===== config.mk =====
export PLATFORM = sky130hd
export DESIGN_NAME = pwm_burst_sequencer
export DESIGN_NICKNAME = d
export VERILOG_FILES = /design/src/rtl/pwm_burst_sequencer.sv
export SDC_FILE = /design/constraint.sdc
export NUM_CORES = 1
export LEC_CHECK = 0
export CAP_MARGIN = 20
export CORE_MARGIN = 5
export CORE_UTILIZATION = 55
export CTS_CLUSTER_SIZE = 16
export DETAILED_ROUTE_END_ITERATION = 8
export PLACE_DENSITY = 0.86
export SYNTH_ARGS = -nofsm -noshare
export SYNTH_HDL_FRONTEND = slang
export SYNTH_SLANG_ARGS = --single-unit

===== constraint.sdc =====
create_clock -name io_clk -period 7.9 [get_ports io_clk]
set_clock_uncertainty 0.15 [all_clocks]
set_input_delay 1.58 -clock io_clk [delete_from_list [all_inputs] [get_ports io_clk]]
set_output_delay 1.58 -clock io_clk [all_outputs]
set_load 0.005 [all_outputs]

===== src/rtl/pwm_burst_sequencer.sv =====
// pwm_burst_sequencer: burst command sequencer for the dead-time PWM generator.
// Shadows one timing set per burst and strobes the generator once per pulse.
`timescale 1ns/1ps
module pwm_burst_sequencer #(
  parameter int _RAM_WIDTH     = 32,
  parameter int CNT_WIDTH      = 16,
  parameter int TIMEOUT_CYCLES = 65535
) (
  input  logic                  io_clk,
  input  logic                  io_rst,
  input  logic                  start,
  input  logic                  abort,
  input  logic [_RAM_WIDTH-1:0] cfg_pulse_period,
  input  logic [_RAM_WIDTH-1:0] cfg_die_period,
  input  logic [_RAM_WIDTH-1:0] cfg_gap,
  input  logic [CNT_WIDTH-1:0]  cfg_pulse_count,
  input  logic                  cfg_default_level,
  input  logic                  pulse_valid,
  output logic                  pwm_en,
  output logic                  pwm_dis,
  output logic [_RAM_WIDTH-1:0] pulse_period,
  output logic [_RAM_WIDTH-1:0] die_period,
  output logic                  io_defaultLevel,
  output logic                  busy,
  output logic                  done,
  output logic                  timeout_err,
  output logic [CNT_WIDTH-1:0]  pulses_done
);

  localparam logic [2:0] S_IDLE = 3'd0;
  localparam logic [2:0] S_FIRE = 3'd1;
  localparam logic [2:0] S_WAIT = 3'd2;
  localparam logic [2:0] S_GAP  = 3'd3;
  localparam logic [2:0] S_DONE = 3'd4;

  localparam int WD_W = (TIMEOUT_CYCLES > 1) ?
                        $clog2(TIMEOUT_CYCLES + 1) : 1;
  localparam logic [WD_W-1:0] WD_LAST =
    WD_W'((TIMEOUT_CYCLES > 0) ? TIMEOUT_CYCLES - 1 : 0);
  localparam bit WD_ON = (TIMEOUT_CYCLES != 0);

  logic [2:0]            state;
  logic [CNT_WIDTH-1:0]  cnt_sh;
  logic [_RAM_WIDTH-1:0] gap_sh;
  logic [_RAM_WIDTH-1:0] gap_cnt;
  logic [WD_W-1:0]       wd_cnt;
  logic [CNT_WIDTH-1:0]  pd_inc;
  logic                  wd_hit;

  assign pd_inc = (&pulses_done) ? pulses_done : pulses_done + 1'b1;
  assign wd_hit = WD_ON && (wd_cnt == WD_LAST);

  always_ff @(posedge io_clk) begin
    if (io_rst) begin
      state           <= S_IDLE;
      pwm_en          <= 1'b0;
      pwm_dis         <= 1'b0;
      done            <= 1'b0;
      busy            <= 1'b0;
      timeout_err     <= 1'b0;
      pulses_done     <= '0;
      pulse_period    <= '0;
      die_period      <= '0;
      io_defaultLevel <= 1'b0;
      cnt_sh          <= '0;
      gap_sh          <= '0;
      gap_cnt         <= '0;
      wd_cnt          <= '0;
    end else begin
      pwm_en  <= 1'b0;
      pwm_dis <= 1'b0;
      done    <= 1'b0;
      case (state)
        S_IDLE: begin
          if (start) begin
            if (cfg_pulse_count != '0) begin
              pulse_period    <= cfg_pulse_period;
              die_period      <= cfg_die_period;
              io_defaultLevel <= cfg_default_level;
              cnt_sh          <= cfg_pulse_count;
              gap_sh          <= cfg_gap;
              pulses_done     <= '0;
              timeout_err     <= 1'b0;
              pwm_en          <= 1'b1;
              busy            <= 1'b1;
              state           <= S_FIRE;
            end else begin
              done <= 1'b1;
            end
          end
        end
        S_FIRE: begin
          if (abort) begin
            pwm_dis <= 1'b1;
            busy    <= 1'b0;
            state   <= S_IDLE;
          end else begin
            wd_cnt <= '0;
            state  <= S_WAIT;
          end
        end
        S_WAIT: begin
          if (abort) begin
            pwm_dis <= 1'b1;
            busy    <= 1'b0;
            state   <= S_IDLE;
          end else if (wd_hit) begin
            pwm_dis     <= 1'b1;
            timeout_err <= 1'b1;
            busy        <= 1'b0;
            state       <= S_IDLE;
          end else if (pulse_valid) begin
            wd_cnt      <= '0;
            pulses_done <= pd_inc;
            if (pd_inc == cnt_sh) begin
              done  <= 1'b1;
              state <= S_DONE;
            end else if (gap_sh == '0) begin
              pwm_en <= 1'b1;
              state  <= S_FIRE;
            end else begin
              gap_cnt <= gap_sh;
              state   <= S_GAP;
            end
          end else if (WD_ON) begin
            wd_cnt <= wd_cnt + 1'b1;
          end
        end
        S_GAP: begin
          if (abort) begin
            pwm_dis <= 1'b1;
            busy    <= 1'b0;
            state   <= S_IDLE;
          end else if (gap_cnt == _RAM_WIDTH'(1)) begin
            pwm_en <= 1'b1;
            state  <= S_FIRE;
          end else begin
            gap_cnt <= gap_cnt - 1'b1;
          end
        end
        S_DONE: begin
          busy  <= 1'b0;
          state <= S_IDLE;
        end
        default: begin
          busy  <= 1'b0;
          state <= S_IDLE;
        end
      endcase
    end
  end

endmodule


## After elaboration in Yosys (flattened, before gate mapping)

Index checks and enable logic that the tools add are counted.
W data, S select, Z words.

- Add/subtract/negate cells: 3
- Equality and inequality tests: 21
- Muxes and demuxes: 63
- Reduce and logical (&&, ||, !) cells: 15

Operators with widths:

| cell | count |
|---|---|
| $mux W32 | 7 |
| $mux W16 | 10 |
| $pmux W16 S2 | 2 |
| $pmux W32 S2 | 1 |
| $add A16 B1 Y16 const B | 2 |
| $eq A32 B1 Y1 const B | 1 |
| $logic_not A32 Y1 | 1 |
| $sub A32 B1 Y32 const B | 1 |
| $mux W1 | 27 |
| $mux W3 | 8 |
| $ne A2 B2 Y1 const B | 11 |
| $eq A16 B16 Y1 | 1 |
| $eq A16 B16 Y1 const B | 1 |
| $reduce_and A16 Y1 | 1 |
| $reduce_bool A16 Y1 | 1 |
| $pmux W3 S4 | 1 |
| $reduce_and A4 Y1 | 3 |
| $reduce_and A8 Y1 | 1 |
| $eq A3 B2 Y1 const B | 2 |
| $ne A3 B3 Y1 const B | 2 |
| $pmux W1 S2 | 3 |
| $pmux W1 S3 | 2 |
| $reduce_and A6 Y1 | 1 |
| $reduce_bool A2 Y1 | 3 |
| other kinds (8) | 9 |

- Register bits: 185
- Bits of input ports: 118
- Output and inout bits: 86
- Word-level logic and storage cells: 116

## Depth between registers and ports, before layout

- Word-level depth: 8
- Depth in mapped cells: 13
- Mapped depth without buffers: 9

## Worst setup path after synthesis

No wires, ideal clock.

- Path type: in2reg
- Start: input port abort
- End: register gap_cnt[19]
- Arrival time: 3.534 ns
- Setup slack: 4.086 ns
- Stages: 8
- Path buffers: 3
- Path through: clkbuf_1 nor4b_1 a21o_1 clkbuf_1 clkbuf_1 o21ai_0 o211ai_1 o31ai_1

- Cells in the longest elaborated chain, start to end: 2
- Elaborated cells between the ends (all ways): 3
- Those cells by class: eq/ne (2); reduce/logical (1)

RTL lines:

| element | line | source |
|---|---|---|
| start: declaration | 12 | `input logic abort,` |
| $ne A2 B2 Y1 (no source line) | - |  |
| $reduce_and A8 Y1 (no source line) * | - |  |
| end signal: assignment | 122 | `gap_cnt <= gap_sh;` |
| end signal: assignment | 138 | `gap_cnt <= gap_cnt - 1'b1;` |
| end: declaration | 45 | `logic [_RAM_WIDTH-1:0] gap_cnt;` |

Mark *: on every way between the ends. The rest lies on a longest branch, timed or not.
A chain may end at the register's enable or synchronous reset.

## Final worst setup path

- Start: register pulses_done[0]
- End: register gap_cnt[18]

- Cells in the longest elaborated chain, start to end: 5
- Elaborated cells between the ends (all ways): 6
- Those cells by class: add/sub (1); eq/ne (2); mux (1); reduce/logical (2)

RTL lines:

| element | line | source |
|---|---|---|
| start: declaration | 27 | `output logic [CNT_WIDTH-1:0] pulses_done` |
| start signal: assignment | 114 | `pulses_done <= pd_inc;` |
| $add A16 B1 Y16 or $reduce_and A16 Y1 (tied branches) | 50 | `assign pd_inc = (&pulses_done) ? pulses_done : pulses_done + 1'b1;` |
| $mux W16 * | 50 |  |
| $eq A16 B16 Y1 * | 115 | `if (pd_inc == cnt_sh) begin` |
| $ne A2 B2 Y1 (no source line) * | - |  |
| $reduce_and A8 Y1 (no source line) * | - |  |

Marked as above.

==> key figures <==
Detailed routing
  • DRC: 0
  • First-iteration detailed-routing DRC count: roughly 1.2k
  • Pre-Repair DR Iteration Count: 6
  • Wire length per cell: around 18 microns
  • DRT Wirelength: approximately 28 mm
  • Routed vias/inst: 6.11
  • Via count: about 9.6k
  • Post-DRT Antenna Nets: 0

STA
  • Max_slew headroom: 0.304
  • Slew at the pin with the worst max-slew slack: approximately 1.0 ns
  • Setup TNS: 0 ns
  • Final setup viols: 0
  • Hold WS: just over 0.3 ns
  • Number of hold violations in the final report: 0
  • Final period utilization: 0.590
  • Unrepaired setup endpoints after global routing: no
  • Max Freq: around 210 MHz
  • Final-report max-slew violation count: 0
  • Min cycle time layout: 4.66 ns

Floorplanning
  • Core area: approximately 16,000 sq um
  • Die area: 19,300 sq um
  • Cell Rows: 47
  • Initial Util: 0.556
  • Die W: between 100 and 150 microns
  • Die height: around 140 microns
  • I/O pins: between 200 and 250

Power and ir drop
  • LEAKAGE: about 4.2 nW
  • Pwr Total: 2.28 mW
  • P_int: 1.61 mW
  • Clock share of power: 0.386
  • PwrDens: 194 nW/um^2
  • Peak VDD IR: approximately 0.16 mV
  • Sw Share: 0.293
  • Combinational power share: 0.169
  • Sequential share of power: 0.445
  • Switch Pwr: roughly 670 uW

CTS
  • CTS Hold Buffers Added: 0
  • # Post-CTS Setup Buffers: 0
  • Clock tree buffer depth: 2
  • Root Driver: clkbuf_16
  • CTS tree: done
  • CTS resizes: 0
  • H-tree depth: 4
  • Skew-Pair Late Insertion Delay: ~0.44 ns
  • Clk slew on worst S/H paths: 0.08 ns
  • Sink Count: approximately 190
  • Total CTS buffers: 17

Worst setup path
  • Worst Path Max Fanout: 22
  • Worst Reg-to-Reg Cells: 9
  • Req. time, crit path: around 8 ns
  • Critical path class: reg -> reg
  • Crit path launch: pulses_done[0]
  • Crit path DAT: 4.84 ns
  • Critical Path End: gap_cnt[18]
  • FF-to-FF End: gap_cnt[18]
  • Critical path capture point type: register
  • R2r setup slk: 3.24 ns
  • CP Launch Type: register
  • Reg-to-reg critical path startpoint: pulses_done[0]

Cells and area
  • Final core occ: 0.717
  • Area delta synth->final: 28.9%
  • Fraction of layout cells with a size suffix above 1: 0.0457
  • Area of the multi-input gates: between 5000 and 6000 sq um
  • Register area: roughly 3700 sq um
  • Final std cells w/o fill: 1,578
  • Filler instances: 1,288
  • Nets: 1,467

Worst hold path
  • HP Start: pulse_period[18]
  • HP Class: reg -> reg

GRT
  • GRT overflow: 0
  • Initial antenna violation count: 1
  • Largest net degree at the start of global routing: about 110
  • Global-route wire length before repair: 46.0 mm
  • Gr usage total: 0.285
  • Vias in the first global route: 9,006

Place
  • IO buf count: approximately 200
  • GPL Wtd Cong: ~1
  • Detailed Place HPWL: approximately 20 mm
  • DP Cell Count: around 1.5k

Logic synthesis
  • Syn_nets: about 1.3k
  • Compound-Gate Fraction of Synth Area: 0.233
  • Mapped Area: just over 9000 sq um
  • Post-synthesis cell count: around 1.2k
  • Post-synthesis xor/xnor area fraction: 0.0259
  • Post-Synth Adder-Cell Area: 0.00685
  • Synth Area in Simple Gates: 0.281
  • #FFs+latches synth: around 190
  • Largest family of logic cells by synthesized area: simple AND/OR/NAND/NOR gates
  • Mux share of post-synthesis cell area: 0.00219
  • Asr flop ratio synth: 0
  • Syn avg cell area: between 7 and 8 sq um
  • Post-synth top flop: dfxtp_1
  • Post-synthesis sequential area ratio: 0.406
  • Yosys warning total: 0
  • Netlist cell types: 78
  • Post-synth EDFFs: 0

Run
  • Number of max-cap violations: 0

Outcome
  • Status: finished, final reports clean
## cell usage after synthesis, types with 6 or more instances
| master | n | area share |
|---|---|---|
| buf_2 | 9 | 0.0049 |
| xor2_1 | 10 | 0.0096 |
| a21oi_1 | 161 | 0.088 |
| nor2b_1 | 6 | 0.0041 |
| a221o_1 | 9 | 0.0099 |
| nor2_1 | 67 | 0.028 |
| inv_1 | 12 | 0.0049 |
| o211ai_1 | 22 | 0.018 |
| and3_1 | 13 | 0.0089 |
| o31ai_1 | 23 | 0.019 |
| nand2b_1 | 8 | 0.0055 |
| nand2_1 | 288 | 0.12 |
| or3_1 | 11 | 0.0075 |
| buf_1 | 7 | 0.0029 |
| o21ai_0 | 42 | 0.023 |
| clkbuf_1 | 68 | 0.028 |
| xnor2_1 | 17 | 0.016 |
| nor4_1 | 35 | 0.024 |
| a211oi_1 | 7 | 0.0058 |
| a31oi_1 | 11 | 0.0075 |
| nand3_1 | 22 | 0.012 |
| dfxtp_1 | 185 | 0.41 |
| nand4_1 | 27 | 0.019 |
| nor3_1 | 36 | 0.020 |
| a22oi_1 | 6 | 0.0049 |
## critical path, stage by stage (launching register included)
cell     delay (ns)
dfxtp_1        0.61
ha_1           0.42
nand3_2        0.24
nor4_1         0.64
mux2i_1        0.33
xnor2_1        0.13
nor4_2         0.59
and4_1         0.91
nor3_4         0.17
a221o_1        0.36
## state kept, by name (all words and copies together) (netlist names)
signal	count
gap_cnt	32
die_period	32
pwm_dis	1
io_defaultLevel	1
gap_sh	32
pulses_done	16
cnt_sh	16
busy	1
pulse_period	32
state	3
wd_cnt	16
timeout_err	1
pwm_en	1
done	1
## worst min path at each step
stage	end	slack (ns)	cells after the start
after detailed placement	die_period[29]	0.30	2
after global routing	die_period[9]	0.32	2
after global placement	pulse_period[17]	0.29	2
after floorplan	cnt_sh[10]	0.30	2
after CTS	die_period[29]	0.31	2
final	pulse_period[18]	0.31	2
## layout by cell type (no fill, tap or decap), types with 9 or more instances in the layout
cell type / instances
nand2_1: 287
clkdlybuf4s50_1: 202
dfxtp_1: 185
a21oi_1: 161
nor2_1: 67
o21ai_0: 42
nor3_1: 36
nor4_1: 35
nand4_1: 27
o31ai_1: 23
o211ai_1: 22
nand3_1: 21
xnor2_1: 17
clkbuf_16: 17
inv_1: 12
and3_1: 12
or3_1: 11
a31oi_1: 11
xor2_1: 10
a221o_1: 9
## logic make-up (layout without fill, tap and decap cells)
kind of cell,after synthesis,after routing
compound gates,339,339
xor+xnor,27,27
fa+ha+maj,5,5
buf+inv,101,253
flops,185,185
mux,2,2
other cells,0,1
simple gates,546,546
## per-stage QoR
step,cell area [sq um],setup WS [ns]
2_1_floorplan,9130,4.09
4_1_cts,11700,3.42
3_3_place_gp,11100,3.41
3_5_place_dp,11100,3.21
6_report,11800,3.24
5_1_grt,11800,3.03
## power by group through the flow
stage          clock network (mW)  logic (mW)  registers [mW]
6_report                    0.882       0.386            1.01
2_1_floorplan                   0       0.208            1.03
5_1_grt                     0.936       0.424            1.02
4_1_cts                     0.889       0.379            1.01
3_3_place_gp                    0       0.371            1.03
3_5_place_dp                    0       0.376            1.04
## final cells by class
class / instances / share of cell area
diodes: 1 / 0.000213
clock buffers: 18 / 0.0373
clock inverters: 14 / 0.0144
inverters: 12 / 0.00383
multi-input cells: 919 / 0.428
flip-flops and latches: 185 / 0.315
well taps: 220 / 0.0234
repair buffers: 209 / 0.178
## per-layer routing
metal,global-route usage,wire [microns]
met1,0.360,11200
met2,0.450,12900
met3,0.108,3480
met4,0.0953,739
met5,0,0
(Power assumes the default switching activity.)
